==> src/rtl/mem_port_arbiter.sv <==
// Purpose : shares one synchronous memory port between instruction fetch and the load/store path.
// Latency : req seen in IDLE -> mem_req next cycle -> ack the cycle after mem_ready; decode errors ack one cycle after req.
// Backpressure: requesters hold req until their one-cycle ack; the memory stalls by withholding mem_ready.
//
// Ports:
//   clk, rst                     clock, synchronous active-high reset
//   i_req/i_addr -> i_ack/i_rdata/i_err          fetch side (word aligned)
//   d_req/d_we/d_rw_type/d_addr/d_wdata -> d_ack/d_rdata/d_err   load/store side, d_rw_type = {u,w,h,b}
//   mem_req/mem_we/mem_addr/mem_wstrb/mem_wdata, mem_ready/mem_rdata   memory port
//
// Optional feature: define MEM_TIMEOUT_EN to abort a BUS phase after TIMEOUT_CYC cycles
// without mem_ready (the transaction then completes with err=1, rdata=0).
module mem_port_arbiter #(
  parameter int unsigned STARVE_MAX = 4
`ifdef MEM_TIMEOUT_EN
  , parameter int unsigned TIMEOUT_CYC = 255
`endif
) (
  input  logic        clk,
  input  logic        rst,
  input  logic        i_req,
  input  logic [31:0] i_addr,
  output logic        i_ack,
  output logic [31:0] i_rdata,
  output logic        i_err,
  input  logic        d_req,
  input  logic        d_we,
  input  logic [3:0]  d_rw_type,
  input  logic [31:0] d_addr,
  input  logic [31:0] d_wdata,
  output logic        d_ack,
  output logic [31:0] d_rdata,
  output logic        d_err,
  output logic        mem_req,
  output logic        mem_we,
  output logic [31:0] mem_addr,
  output logic [3:0]  mem_wstrb,
  output logic [31:0] mem_wdata,
  input  logic        mem_ready,
  input  logic [31:0] mem_rdata
);

  typedef enum logic [1:0] {IDLE, BUS, RESP} state_t;

  localparam logic [3:0] STARVE_LIM = 4'(STARVE_MAX);

  state_t     state;
  logic [3:0] starve_cnt;

  // Attributes of the transaction in flight, needed to shape the read data.
  logic       own_d;
  logic       own_we;
  logic [3:0] own_type;
  logic [1:0] own_lo;

  logic        grant_d, grant_i;
  logic        d_bad, i_bad;
  logic [3:0]  d_strb;
  logic [31:0] d_wlane;
  logic [7:0]  ld_b;
  logic [15:0] ld_h;
  logic [31:0] ld_data;

  // Arbitration and request decode, evaluated against the live request inputs in IDLE.
  always_comb begin
    grant_d = d_req && !(i_req && (starve_cnt == STARVE_LIM));
    grant_i = i_req && !grant_d;

    d_bad = ($countones(d_rw_type[2:0]) != 1) ||
            (d_rw_type[3] && (d_we || d_rw_type[2])) ||
            (d_rw_type[1] && d_addr[0]) ||
            (d_rw_type[2] && (d_addr[1:0] != 2'b00));
    i_bad = (i_addr[1:0] != 2'b00);

    d_strb  = 4'b1111;
    d_wlane = d_wdata;
    if (d_rw_type[0]) begin
      d_strb  = 4'b0001 << d_addr[1:0];
      d_wlane = {4{d_wdata[7:0]}};
    end else if (d_rw_type[1]) begin
      d_strb  = 4'b0011 << {d_addr[1], 1'b0};
      d_wlane = {2{d_wdata[15:0]}};
    end
    if (!d_we) begin
      d_strb  = 4'b0000;
      d_wlane = 32'd0;
    end
  end

  // Load extraction from the returned word using the latched byte offset and type.
  always_comb begin
    ld_b    = mem_rdata[{own_lo, 3'b000} +: 8];
    ld_h    = own_lo[1] ? mem_rdata[31:16] : mem_rdata[15:0];
    ld_data = mem_rdata;
    if (own_type[0])
      ld_data = own_type[3] ? {24'd0, ld_b} : {{24{ld_b[7]}}, ld_b};
    else if (own_type[1])
      ld_data = own_type[3] ? {16'd0, ld_h} : {{16{ld_h[15]}}, ld_h};
    if (own_we)
      ld_data = 32'd0;
  end

`ifdef MEM_TIMEOUT_EN
  localparam logic [7:0] TMO_LAST = 8'(TIMEOUT_CYC - 1);
  logic [7:0] tmo_cnt;
`endif

  always_ff @(posedge clk) begin
    if (rst) begin
      state      <= IDLE;
      starve_cnt <= 4'd0;
      own_d      <= 1'b0;
      own_we     <= 1'b0;
      own_type   <= 4'd0;
      own_lo     <= 2'd0;
      i_ack      <= 1'b0;
      i_rdata    <= 32'd0;
      i_err      <= 1'b0;
      d_ack      <= 1'b0;
      d_rdata    <= 32'd0;
      d_err      <= 1'b0;
      mem_req    <= 1'b0;
      mem_we     <= 1'b0;
      mem_addr   <= 32'd0;
      mem_wstrb  <= 4'd0;
      mem_wdata  <= 32'd0;
`ifdef MEM_TIMEOUT_EN
      tmo_cnt    <= 8'd0;
`endif
    end else begin
      i_ack <= 1'b0;
      d_ack <= 1'b0;
      case (state)
        IDLE: begin
`ifdef MEM_TIMEOUT_EN
          tmo_cnt <= 8'd0;
`endif
          if (!i_req)
            starve_cnt <= 4'd0;
          if (grant_d) begin
            // A data grant with fetch waiting implies starve_cnt < STARVE_MAX,
            // so the increment saturates naturally at the limit.
            if (i_req)
              starve_cnt <= starve_cnt + 4'd1;
            own_d    <= 1'b1;
            own_we   <= d_we;
            own_type <= d_rw_type;
            own_lo   <= d_addr[1:0];
            if (d_bad) begin
              d_ack   <= 1'b1;
              d_err   <= 1'b1;
              d_rdata <= 32'd0;
              state   <= RESP;
            end else begin
              mem_req   <= 1'b1;
              mem_we    <= d_we;
              mem_addr  <= {d_addr[31:2], 2'b00};
              mem_wstrb <= d_strb;
              mem_wdata <= d_wlane;
              state     <= BUS;
            end
          end else if (grant_i) begin
            starve_cnt <= 4'd0;
            own_d      <= 1'b0;
            own_we     <= 1'b0;
            if (i_bad) begin
              i_ack   <= 1'b1;
              i_err   <= 1'b1;
              i_rdata <= 32'd0;
              state   <= RESP;
            end else begin
              mem_req   <= 1'b1;
              mem_we    <= 1'b0;
              mem_addr  <= {i_addr[31:2], 2'b00};
              mem_wstrb <= 4'd0;
              mem_wdata <= 32'd0;
              state     <= BUS;
            end
          end
        end
        BUS: begin
          if (mem_ready) begin
            mem_req <= 1'b0;
            state   <= RESP;
            if (own_d) begin
              d_ack   <= 1'b1;
              d_err   <= 1'b0;
              d_rdata <= ld_data;
            end else begin
              i_ack   <= 1'b1;
              i_err   <= 1'b0;
              i_rdata <= mem_rdata;
            end
          end
`ifdef MEM_TIMEOUT_EN
          else if (tmo_cnt == TMO_LAST) begin
            mem_req <= 1'b0;
            state   <= RESP;
            if (own_d) begin
              d_ack   <= 1'b1;
              d_err   <= 1'b1;
              d_rdata <= 32'd0;
            end else begin
              i_ack   <= 1'b1;
              i_err   <= 1'b1;
              i_rdata <= 32'd0;
            end
          end else begin
            tmo_cnt <= tmo_cnt + 8'd1;
          end
`endif
        end
        RESP: begin
          // Ack is high for exactly this cycle; response fields return to zero afterwards.
          i_err   <= 1'b0;
          d_err   <= 1'b0;
          i_rdata <= 32'd0;
          d_rdata <= 32'd0;
          state   <= IDLE;
        end
        default: state <= IDLE;
      endcase
    end
  end

endmodule

==> config.mk <==
export PLATFORM = sky130hd
export DESIGN_NAME = mem_port_arbiter
export DESIGN_NICKNAME = d
export VERILOG_FILES = /design/src/rtl/mem_port_arbiter.sv
export SDC_FILE = /design/constraint.sdc
export NUM_CORES = 1
export LEC_CHECK = 0
export CAP_MARGIN = 20
export CORE_MARGIN = 5
export CORE_UTILIZATION = 40
export DETAILED_ROUTE_END_ITERATION = 6
export GPL_TIMING_DRIVEN = 0
export PLACE_DENSITY = 0.7
export SLEW_MARGIN = 20
export SYNTH_ARGS = -nofsm -noshare
export SYNTH_HDL_FRONTEND = slang
export SYNTH_SLANG_ARGS = --single-unit
==> constraint.sdc <==
create_clock -name clk -period 8.85 [get_ports clk]
set_clock_uncertainty 0.1 [all_clocks]
set_input_delay 2.655 -clock clk [delete_from_list [all_inputs] [get_ports clk]]
set_output_delay 2.655 -clock clk [all_outputs]
set_load 0.01 [all_outputs]
==> impl_metrics.ini, run 1 <==
[run_status]
status = finished, final reports clean

[worst_setup_path]
worstPathRequired_ns = 9.10
crit_arrival_ns = 5.62
critPathKind = in -> reg
reg2reg_from = state[1]
r2r-end = d_rdata[28]
r2r_setup_slack_ns = 6.10
ff2ff_path_depth = 7
critPathMaxFanout = 10
endpoint_kind = flop
critPathLaunchType = input pin

[grt]
track_usage_pct = 23.83
antenna_found_initial = 1
grt_overflow = 0
grt_pass1_wl_um = 40300
grt_pass1_vias = 7159
grt_max_degree = 17

[logic_synthesis]
yosys.area.top_type_share_pct = 40.94
yosys.area_share.simple_pct = 14.56
synth-main-ff-cell = dfxtp_1
synthMuxAreaShare_pct = 18.46
synth_area_um2 = 7286
yosysUniqueCellTypes = 57
ys_warn_count = 0
yosysSeqAreaShare_pct = 40.94
synth_top_area_cell = dfxtp_1
synth_fa_ha_area_share_pct = 1.133
async_reset_ff_share_pct = 0
synth_top_family_by_area = compound AO/OA/AOI/OAI gates
avgSynthCellArea_um2 = 9.511
synth-edff-count = 0
synth_xor_area_share_pct = 0
ys_ff_latch = 149
synth_area_leaders = dfxtp_1, mux2i_1, nand2_1, a311oi_1, a211oi_1
synth_compound_area_share_pct = 19.77
synth_cells = 766

[finish]
drive_above_1_share_pct = 9.057
nets = 1202
layout.cells.most_common = clkdlybuf4s50_1
area_growth_pct = 50.61
final_util_pct = 61.09
fillers = 1581
seq_area_um2 = 2983
multi_input_comb_area_um2 = 3936
final_cell_mix = clkdlybuf4s50_1, dfxtp_1, nand2_1, mux2i_1, clkbuf_1

[placement]
gp_congestion = 0.8502
hpwl_um = 19570
io_buffers = 272

[floorplanning]
initial_core_util_pct = 40.56
fp.dieW_um = 145.0
dieArea_um2 = 21010
core_area_um2 = 17960
rows = 49
die_h_um = 145.0
io_pins = 276

[pwr]
power_density_nw_per_um2 = 169.8
p_leak_nw = 3.987
total_power_mw = 1.864
irDropWorstVdd_mv = 0.1468

[hold_path]
min-delay-path-class = reg -> reg
hold-path-cell-count = 2
hold_end = i_rdata[31]
hp-start = i_rdata[31]

[drt]
drt-pass1-iter-count = 5
drc_errors = 0
drt-initial-drc-count = 529
drt-total-wl_um = 25820
viasPerCell = 5.467
ant_nets = 0
vias = 7112
routedWlPerCell_um = 19.85

[sta]
fmax_mhz = 186.5
setup_violations = 0
slew_headroom_pct = 24.96
worstMarginPinSlew_ns = 1.126
rsz0062_at_grt = false
tns_ns = 0
finalCritPeriodShare_pct = 60.59
hold_viol = 0
maxSlewViolCount = 0
fin_crit_ns = 5.362

[clock_tree]
postCtsHoldBufs = 0
clk_pin_slew_ns = 0.06
cts-root-buf = clkbuf_16
clk_latency_ns = 0.42
clk_path_buf_depth = 2
cts_num_sinks = 149
cts_setup_buffers = 0
cts_tree = yes
htree_levels = 4
cts_resized = 0
cts_inserted_buffers = 17

[flow_run]
drv_cap = 0
[cell type report]
type / count / share of cell area, %
inverter: 8 / 0.2737
clock buffer: 20 / 4.071
tap: 229 / 2.611
antenna: 1 / 0.02281
timing repair buffer: 272 / 24.81
buffer: 74 / 3.101
sequential: 149 / 27.18
multi-input combinational: 536 / 35.87
clock inverter: 12 / 2.052
[flip-flops by register name (all words and copies together) (netlist names), 2 cells and up]
register,flops
mem_addr,30
mem_wdata,32
starve_cnt,4
mem_wstrb,4
d_rdata,32
state,2
i_rdata,32
own_lo,2
own_type,3
[worst max path at each step]
| stage | start | endpoint | slack [ns] | cells after the start |
|---|---|---|---|---|
| floorplan | d_rw_type[0] | d_rdata[19] | 4.06 | 6 |
| detailed placement | d_rw_type[0] | d_rdata[28] | 3.07 | 7 |
| global placement | d_rw_type[0] | d_rdata[19] | 3.14 | 7 |
| global route | d_rw_type[0] | d_rdata[21] | 3.31 | 7 |
| CTS | d_rw_type[0] | d_rdata[28] | 3.52 | 7 |
| finish | d_rw_type[0] | d_rdata[28] | 3.49 | 7 |
[metrics by stage]
| stage | std cells | hold WS (ns) | cell area, µm² | worst slack [ns] |
|---|---|---|---|---|
| floorplan | 767 | 0.3700 | 7289 | 4.064 |
| global placement | 1268 | 0.3340 | 10300 | 3.135 |
| detailed placement | 1268 | 0.3444 | 10300 | 3.074 |
| CTS | 1300 | 0.3587 | 10970 | 3.523 |
| global route | 1301 | 0.3765 | 10970 | 3.308 |
| finish | 1301 | 0.3572 | 10970 | 3.488 |
[power breakdown]
group          internal [mW]  switching (mW)
clock                  0.537           0.296
sequential             0.691          0.0120
combinational          0.164           0.163
[kinds of logic (layout without fill, tap and decap cells)]
group	after synthesis	after routing
AO/OA/AOI/OAI	174	174
adder cells (fa/ha/maj)	6	6
buffers and inverters	82	386
flip-flops	149	149
multiplexers	120	120
other	1	3
AND/OR/NAND/NOR	234	234
[layer usage]
layer / track usage, % / up-vias / wire length [µm]
met4: 9.840 / 0 / 819
li1: - / 3415 / -
met2: 37.52 / 299 / 11880
met3: 7.328 / 60 / 2089
met5: 0 / - / 0
met1: 30.43 / 3338 / 11040
[critical path, cell delays in order]
cell	delay, ns
clkdlybuf4s50_1	0.48
fa_1	0.54
nor2b_1	0.15
nand4_1	0.23
o211ai_1	0.67
clkbuf_1	0.64
mux2i_1	0.25
[synth_stat cells (6+ instances only)]
cell       count
buf_2         14
buf_4          8
clkbuf_1      45
o21ai_0       16
mux2i_1       95
dfxtp_1      149
nand2b_1      10
nand2_1      147
a211oi_1      32
inv_1          6
a22oi_1        8
o211ai_1      10
nor2b_1        7
a2bb2oi_1      7
a311oi_1      32
mux4_1         7
nor2_1        12
o2bb2ai_1     16
a2bb2oi_2     10
nand4_1        8
nand3_1       34
mux2_2        16
a21oi_1        8
a22o_1        16
(Power assumes the default switching activity.)
==> run 2: changes to the inputs <==
--- a/config.mk
+++ b/config.mk
@@ -10,7 +10,7 @@
 export CORE_UTILIZATION = 40
 export DETAILED_ROUTE_END_ITERATION = 6
 export GPL_TIMING_DRIVEN = 0
-export PLACE_DENSITY = 0.7
+export PLACE_DENSITY = 0.73
 export SLEW_MARGIN = 20
 export SYNTH_ARGS = -nofsm -noshare
 export SYNTH_HDL_FRONTEND = slang
==> constraint.sdc (replaced) <==
create_clock -name clk -period 4.7 [get_ports clk]
set_clock_uncertainty 0.1 [all_clocks]
set_input_delay 1.41 -clock clk [delete_from_list [all_inputs] [get_ports clk]]
set_output_delay 1.41 -clock clk [all_outputs]
set_load 0.01 [all_outputs]
==> impl_metrics.ini, run 2 (synthesis results as in run 1) <==
[worst_setup_path]
r2r_setup_slack_ns = 1.92
critPathMaxFanout = 10
critPathKind = in -> reg
critPathLaunchType = input pin
worstPathRequired_ns = 4.95
crit_arrival_ns = 4.35
endpoint_kind = flop

[drt]
vias = 7126
drt-initial-drc-count = 446
drc_errors = 0
drt-pass1-iter-count = 5
drt-total-wl_um = 25410
ant_nets = 0
viasPerCell = 5.477
routedWlPerCell_um = 19.53

[grt]
grt_pass1_wl_um = 40020
grt_util_met2_pct = 38.35
grt_overflow = 0
grt_max_degree = 17
antenna_found_initial = 0
top_usage_layer = met2
met1_usage_pct = 29.53
track_usage_pct = 23.26
grt_pass1_vias = 7073
grt.met3_usage_pct = 7.047

[placement]
hpwl_um = 19150
io_buffers = 272
gp_congestion = 0.8728

[clock_tree]
postCtsHoldBufs = 0
clk_latency_ns = 0.42
cts_resized = 0
cts_tree = yes
cts_setup_buffers = 0
cts_inserted_buffers = 17
clk_pin_slew_ns = 0.06
cts_num_sinks = 149
cts-root-buf = clkbuf_16
htree_levels = 4
clk_path_buf_depth = 2

[finish]
area_growth_pct = 49.12
layout.cells.most_common = clkdlybuf4s50_1
top_regs = d_rdata: 32 flops, i_rdata: 32 flops, mem_wdata: 32 flops
nets = 1204
final_cell_mix = clkdlybuf4s50_1, dfxtp_1, nand2_1, mux2i_1, clkbuf_1
drive_above_1_share_pct = 9.049
diodes = 0

[hold_path]
min-delay-path-class = reg -> reg

[sta]
fmax_mhz = 244.1
maxSlewViolCount = 0
tns_ns = 0
finalCritPeriodShare_pct = 87.15
hold_viol = 0
setup_violations = 0
slew_headroom_pct = 36.20
fin_crit_ns = 4.096
worstMarginPinSlew_ns = 0.9570
timing.hold.ws_ns = 0.3503
rsz0062_at_grt = false

[floorplanning]
initial_core_util_pct = 40.56
core_area_um2 = 17960
die_h_um = 145.0
fp.dieW_um = 145.0
dieArea_um2 = 21010
io_pins = 276
rows = 49

[pwr]
p_leak_nw = 3.952
irDropWorstVdd_mv = 0.2516
power_density_nw_per_um2 = 298.7
total_power_mw = 3.245

[run_status]
status = finished, final reports clean

[flow_run]
drv_cap = 0
-- run 2: cell count changes in the layout (fill, tap and decap cells not counted) --
| cell | change |
|---|---|
| clkbuf_1 | +1 |
| diode_2 | -1 |
| buf_4 | +1 |
| bufinv_16 | -5 |
| clkbuf_2 | +1 |
| clkinvlp_4 | -2 |
| clkinv_2 | +3 |
| clkbuf_8 | +2 |
-- run 2: stage by stage --
step           setup slack [ns]  instances  utilization (%)  cell area, µm²
4_1_cts                  0.6122       1299            60.41           10850
6_report                 0.6038       1301            60.48           10860
2_1_floorplan             1.159        767                -            7289
3_3_place_gp             0.2310       1268            57.33           10300
3_5_place_dp             0.1730       1268            57.33           10300
5_1_grt                  0.3936       1301            60.48           10860
-- run 2: final cells by class --
class	instances	area, µm²
repair buffers	274	2735
clock inverters	8	75.07
clock buffers	23	478.0
multi-input cells	536	3936
fillers	1586	7099
well taps	229	286.5
flip-flops and latches	149	2983
plain buffers	74	340.3
inverters	8	30.03
-- run 2: critical path: stages --
cell	delay [ns]
clkdlybuf4s50_1	0.47
fa_1	0.54
nor2b_1	0.15
nand4_1	0.22
o211ai_1	0.64
clkbuf_1	0.64
mux2i_1	0.26
-- run 2: metal layers --
layer	part of all wire (%)	wire, µm
met5	0	0
met4	1.8	446
met3	8.1	2057
met2	47	11970
met1	43	10940
-- run 2: worst paths after layout --
check,depth (start not counted),from,to
setup / recovery,7,d_rw_type[0],d_rdata[26]
hold / removal,1,mem_we,mem_we
setup reg to reg,7,state[1],d_rdata[26]
hold reg to reg,1,mem_we,mem_we
-- run 2: power breakdown --
| group | switching, mW | leakage [nW] | internal (mW) |
|---|---|---|---|
| logic | 0.308 | 2.47 | 0.311 |
| registers | 0.0227 | 1.21 | 1.30 |
| clock network | 0.537 | 0.273 | 0.766 |
| total | 0.867 | 3.95 | 2.38 |
